## src/rtl/mod_n_event_pkg.sv

```systemverilog
`default_nettype none
// ============================================================================
// Module      : mod_n_event_pkg
// Description : Shared definitions for the modulo-N event-counting FSM:
//               event qualification mode encodings and the state-width
//               helper used to size the state register.
// Revision    : 1.0 - initial release
// ============================================================================
package mod_n_event_pkg;

    // Event qualification modes
    localparam int MODE_LEVEL = 0;  // event on every cycle the input is high
    localparam int MODE_EDGE  = 1;  // event only on a 0->1 transition

    // Width of a state register able to hold values 0..n-1, never below 1 bit
    // (a 1-state counter would otherwise collapse to a zero-width vector).
    function automatic int calc_state_width(input int n);
        int w;
        w = $clog2(n);
        return (w < 1) ? 1 : w;
    endfunction

endpackage
`default_nettype wire

```

## src/rtl/sync_edge_det.sv

```systemverilog
`default_nettype none
// ============================================================================
// Module      : sync_edge_det
// Description : Optional multi-flop synchroniser for the raw event input,
//               followed by level or rising-edge event qualification.
// Revision    : 1.0 - initial release
//
// Ports:
//   clock    in   rising-edge clock
//   reset_n  in   asynchronous active-low reset
//   a_i      in   raw event input (may be asynchronous when synchronised)
//   ev_o     out  qualified event, combinational from the synchronised input
// ============================================================================
module sync_edge_det
    import mod_n_event_pkg::*;
#(
    parameter int SYNC_STAGES = 0,
    parameter int EDGE_MODE   = MODE_LEVEL
) (
    input  logic clock,
    input  logic reset_n,
    input  logic a_i,
    output logic ev_o
);

    logic a_s;

    generate
        if (SYNC_STAGES == 0) begin : g_bypass
            assign a_s = a_i;
        end else begin : g_sync
            logic [SYNC_STAGES-1:0] sync_q;

            // Shift toward the MSB; the MSB is the fully synchronised sample.
            always_ff @(posedge clock or negedge reset_n) begin
                if (!reset_n) begin
                    sync_q <= '0;
                end else begin
                    sync_q <= SYNC_STAGES'({sync_q, a_i});
                end
            end

            assign a_s = sync_q[SYNC_STAGES-1];
        end
    endgenerate

    generate
        if (EDGE_MODE == MODE_EDGE) begin : g_edge
            logic a_prev_q;

            // Tracks the synchronised input every cycle regardless of enable,
            // so an edge seen while the counter is disabled is consumed.
            always_ff @(posedge clock or negedge reset_n) begin
                if (!reset_n) begin
                    a_prev_q <= 1'b0;
                end else begin
                    a_prev_q <= a_s;
                end
            end

            assign ev_o = a_s & ~a_prev_q;
        end else begin : g_level
            assign ev_o = a_s;
        end
    endgenerate

endmodule
`default_nettype wire

```

## src/rtl/mod_n_event_fsm.sv

```systemverilog
`default_nettype none
// ============================================================================
// Module      : mod_n_event_fsm
// Description : Modulo-N event-counting state machine. Advances one state per
//               qualified event on `a` while enabled, wrapping N-1 -> 0, with
//               synchronous clear, a registered wrap pulse and a registered
//               threshold output `y` that lags the state by one clock.
// Revision    : 1.0 - initial release
//
// Ports:
//   clock    in   rising-edge clock
//   reset_n  in   asynchronous active-low reset
//   enable   in   state advance enable
//   clear    in   synchronous clear to state 0, overrides enable
//   a        in   event input
//   state_o  out  current state (direct from the state register)
//   y        out  registered (state >= Y_THRESHOLD)
//   wrap     out  one-cycle pulse coinciding with the N-1 -> 0 advance
// ============================================================================
module mod_n_event_fsm
    import mod_n_event_pkg::*;
#(
    parameter int N           = 3,
    parameter int EDGE_MODE   = MODE_LEVEL,
    parameter int SYNC_STAGES = 0,
    parameter int Y_THRESHOLD = 1,
    localparam int SW         = calc_state_width(N)
) (
    input  logic          clock,
    input  logic          reset_n,
    input  logic          enable,
    input  logic          clear,
    input  logic          a,
    output logic [SW-1:0] state_o,
    output logic          y,
    output logic          wrap
);

    localparam logic [SW-1:0] STATE_FIRST = '0;
    localparam logic [SW-1:0] STATE_ONE   = SW'(1);
    localparam logic [SW-1:0] STATE_LAST  = SW'(N - 1);
    localparam logic [SW-1:0] Y_LEVEL     = SW'(Y_THRESHOLD);

    logic          ev;
    logic [SW-1:0] state_q;
    logic [SW-1:0] state_d;
    logic          y_q;
    logic          y_d;
    logic          wrap_q;
    logic          wrap_d;
    logic          at_last;
    logic          illegal;
    logic          y_hit;

    sync_edge_det #(
        .SYNC_STAGES (SYNC_STAGES),
        .EDGE_MODE   (EDGE_MODE)
    ) u_sync_edge_det (
        .clock   (clock),
        .reset_n (reset_n),
        .a_i     (a),
        .ev_o    (ev)
    );

    assign at_last = (state_q == STATE_LAST);

    // Encodings above N-1 exist only when N is not a power of two; the
    // comparison is generated only then so it is never a constant compare.
    generate
        if (N < (1 << SW)) begin : g_sparse
            assign illegal = (state_q > STATE_LAST);
        end else begin : g_dense
            assign illegal = 1'b0;
        end
    endgenerate

    generate
        if (Y_THRESHOLD == 0) begin : g_y_always
            assign y_hit = 1'b1;
        end else begin : g_y_cmp
            assign y_hit = (state_q >= Y_LEVEL);
        end
    endgenerate

    // ------------------------------------------------------------------
    // State register
    // ------------------------------------------------------------------
    always_ff @(posedge clock or negedge reset_n) begin
        if (!reset_n) begin
            state_q <= STATE_FIRST;
            y_q     <= 1'b0;
            wrap_q  <= 1'b0;
        end else begin
            state_q <= state_d;
            y_q     <= y_d;
            wrap_q  <= wrap_d;
        end
    end

    // ------------------------------------------------------------------
    // Next-state logic
    // ------------------------------------------------------------------
    always_comb begin
        state_d = state_q;
        if (illegal) begin
            // Recover from an unreachable encoding even while disabled.
            state_d = STATE_FIRST;
        end else if (clear) begin
            state_d = STATE_FIRST;
        end else if (enable && ev) begin
            state_d = at_last ? STATE_FIRST : (state_q + STATE_ONE);
        end
    end

    // ------------------------------------------------------------------
    // Output logic (registered in the state register process)
    // ------------------------------------------------------------------
    always_comb begin
        wrap_d = ~clear & enable & ev & at_last;
        // Derived from the current state, so y trails state_o by a clock.
        y_d    = y_hit;
    end

    assign state_o = state_q;
    assign y       = y_q;
    assign wrap    = wrap_q;

endmodule
`default_nettype wire

```

## config.mk

```make
export PLATFORM = sky130hd
export DESIGN_NAME = mod_n_event_fsm
export DESIGN_NICKNAME = d
export VERILOG_FILES = /design/src/rtl/mod_n_event_pkg.sv /design/src/rtl/sync_edge_det.sv /design/src/rtl/mod_n_event_fsm.sv
export SDC_FILE = /design/constraint.sdc
export NUM_CORES = 1
export LEC_CHECK = 0
export CELL_PAD_IN_SITES_DETAIL_PLACEMENT = 0
export CELL_PAD_IN_SITES_GLOBAL_PLACEMENT = 2
export CORE_AREA = 2 2 39 41
export DETAILED_ROUTE_END_ITERATION = 10
export DIE_AREA = 0 0 41 43
export PLACE_DENSITY = 0.53
export REMOVE_ABC_BUFFERS = 1
export SYNTH_ARGS = -nofsm -noshare
export SYNTH_HDL_FRONTEND = slang
export SYNTH_SLANG_ARGS = --single-unit
```

## constraint.sdc

```tcl
create_clock -name clock -period 0.85 [get_ports clock]
set_input_delay 0.17 -clock clock [delete_from_list [all_inputs] [get_ports clock]]
set_output_delay 0.17 -clock clock [all_outputs]
set_load 0.05 [all_outputs]
```

==> run metrics, run 1 <==
min Tclk post-route=0.996 ns; Max-cap violations=0; Max Clock Skew=0.00318 ns; routed via count divided by cell count=3.48; summed instance area of the synthesized netlist=156 sq um; iteration-0 DRC count of the detailed router=3; data arrival at the endpoint of the critical path=0.83 ns; setup repair after global routing missed its margin=true; family with the most delay on the worst path=flip-flops; number of I/O pins=9; Cell variety after synth=9; minimum setup slack after placement=-0.333 ns; Antenna Violating Nets Remaining=0; transition at the pin with the smallest max-transition slack=0.191 ns; # clock sinks=4; total power divided by cell area=1560 nW/um^2; category of the worst setup path capture point=output pin; filler cell count in the final layout=143; # H-tree levels=1; critical path, cell by cell=buf_12; final std cell area, no fill=383 sq um; sequential cell area fraction in the yosys report=0.640; CP max-delay cell=sky130_fd_sc_hd__dfrtp_2; x dimension of the die=41 microns; first drt pass iteration count=3; port buffer count=8; routed vias=153; mean instance size in the synthesized netlist=13.0 sq um; worst ir drop on vdd=0.343 mV; number of buffers created by CTS=3; run status=finished, violations left; maximum net fanout on the critical path=5; setup slack after layout=-0.146 ns; fraction of layout instances using a drive strength above 1=0.607; maximum count of clock buffers along a single path=2; Final Hold Slack=0.137 ns; Core Footprint=1380 sq um; area of all sequential standard cells=103 sq um; clock-pin transition on the worst setup and hold timing paths=0.04 ns; root buf cell=sky130_fd_sc_hd__clkbuf_4; maximum number of pins on one net before global-route repair=7; post-detailed-placement cell area=304 sq um; headroom to the max-slew limit=0.872; later-pin clock latency in the skew report=0.23 ns; maximum single-stage delay on the critical path=0.44 ns; initial standard-cell utilization of the core=0.113; Die ar.=1760 sq um; DRC errors left=0; via count of the first global-routing pass=163; number of standard cells after synthesis=12; number of pins exceeding their max-slew limit in the final report=0; highest-count cells in the layout ignoring fill and taps=sky130_fd_sc_hd__buf_12, sky130_fd_sc_hd__buf_4, sky130_fd_sc_hd__clkbuf_4; register bit count reported by yosys=4; per-cell routed wire length=9.48 microns; Util after Layout=0.277; Final GP Congestion=0.523; total global routing overflow=0; leakage power summed over all cells=0.178 nW; Crit path required time=0.68 ns; area of combinational cells with multiple inputs=71.3 sq um; violations in the final reports=negative setup slack; CP Class=flip-flop to output pin; first-pass GRT wire length=648 microns; number of antenna violations at the first check in global routing=0; number of inserted diodes=0; height of the die=43 microns; fin nets=35; Layout Area Growth over Synthesis=145%; Hold Vio Cnt, Final=0; class of the tightest hold or removal check=input pin to asynchronous set/reset pin; number of failing setup endpoints in the final timing report=8; number of synthesis warnings=0; fin crit share=1.17; startpoint type of the worst setup path=flip-flop; floorplan row count=14; TritonCTS clock tree=done; wire length after detailed routing=417 microns; count of buffer and inverter cells on the critical path=1; overall global routing resource usage=0.0614; fmax=1000 MHz
## final timing paths
kind / from / end / slack, ns / depth (start not counted)
setup / recovery: state_o[0] / state_o[0] / -0.15 / 1
setup reg to reg: state_o[0] / state_o[0] / -0.11 / 3
min in group clock: enable / state_o[1] / 0.27 / 3
max in group asynchronous: reset_n / state_o[0] / 0.53 / 1
hold / removal: reset_n / y / 0.14 / 1
hold reg to reg: state_o[0] / y / 0.56 / 1
## kinds of logic (layout without fill, tap and decap cells)
group	Yosys count	count (layout)	synth area share
AND/OR/NAND/NOR	6	6	0.272
flip-flops	4	4	0.640
AO/OA/AOI/OAI	1	1	0.0320
XOR/XNOR	1	1	0.0560
buffers and inverters	0	16	0
## stage by stage
step	setup TNS, ns	power (W)	cells
floorplan	-0.758	0.000268	12
global placement	-0.661	0.000349	37
detailed placement	-0.781	0.000352	37
CTS	-0.880	0.000603	42
global route	-1.06	0.000642	44
finish	-0.833	0.000599	44
## flip-flops by register name, summed over array words and instances, names as in the netlist
signal / count
wrap: 1
y: 1
state_o: 2
## power breakdown
group / switching, W / internal (W)
Clock: 0.0000694 / 0.000157
Sequential: 0.0000139 / 0.000204
Combinational: 0.0000708 / 0.0000842
## cells in the mapped netlist
master	count	area [sq um]
sky130_fd_sc_hd__nand2_2	1	6.26
sky130_fd_sc_hd__or2_2	1	6.26
sky130_fd_sc_hd__xor2_1	1	8.76
sky130_fd_sc_hd__a21oi_1	1	5.00
sky130_fd_sc_hd__nand4b_1	1	8.76
sky130_fd_sc_hd__nor4b_1	1	8.76
sky130_fd_sc_hd__dfrtp_1	4	100
sky130_fd_sc_hd__nand3b_1	1	7.51
sky130_fd_sc_hd__nor3_1	1	5.00
## timing repair
action,in CTS,in global routing
hold buffers,0,0
resized for setup,3,4
pin swaps,1,2
setup buffers,2,2
endpoints found under the setup margin,8,8
endpoints found under the hold margin,0,0
## final cells by class
cell class / count / share of cell area
well taps: 16 / 0.0523
clock buffers: 3 / 0.0588
repair buffers: 13 / 0.435
multi-input cells: 8 / 0.186
flip-flops and latches: 4 / 0.268
## layer usage
| metal | vias to the layer above | share of wire | global-route usage |
|---|---|---|---|
| li1 | 77 | - | - |
| met5 | - | 0 | 0 |
| met2 | 9 | 0.52 | 0.0750 |
| met1 | 67 | 0.39 | 0.0615 |
| met4 | 0 | 0 | 0.0800 |
| met3 | 0 | 0.089 | 0.0314 |
Power figures use the tool's default switching activity.
==> run 2, diff against run 1 <==
--- a/config.mk
+++ b/config.mk
@@ -5,6 +5,7 @@
 export SDC_FILE = /design/constraint.sdc
 export NUM_CORES = 1
 export LEC_CHECK = 0
+export CAP_MARGIN = 20
 export CELL_PAD_IN_SITES_DETAIL_PLACEMENT = 0
 export CELL_PAD_IN_SITES_GLOBAL_PLACEMENT = 2
 export CORE_AREA = 2 2 39 41
==> results of run 2 <==
Final layout, timing and power as in run 1 (identical DEF).
==> run 3, diff against run 2 <==
--- a/config.mk
+++ b/config.mk
@@ -13,6 +13,7 @@
 export DIE_AREA = 0 0 41 43
 export PLACE_DENSITY = 0.53
 export REMOVE_ABC_BUFFERS = 1
+export SETUP_SLACK_MARGIN = 0.4
 export SYNTH_ARGS = -nofsm -noshare
 export SYNTH_HDL_FRONTEND = slang
 export SYNTH_SLANG_ARGS = --single-unit
==> results of run 3 <==
Final layout, timing and power as in run 1 (identical DEF).
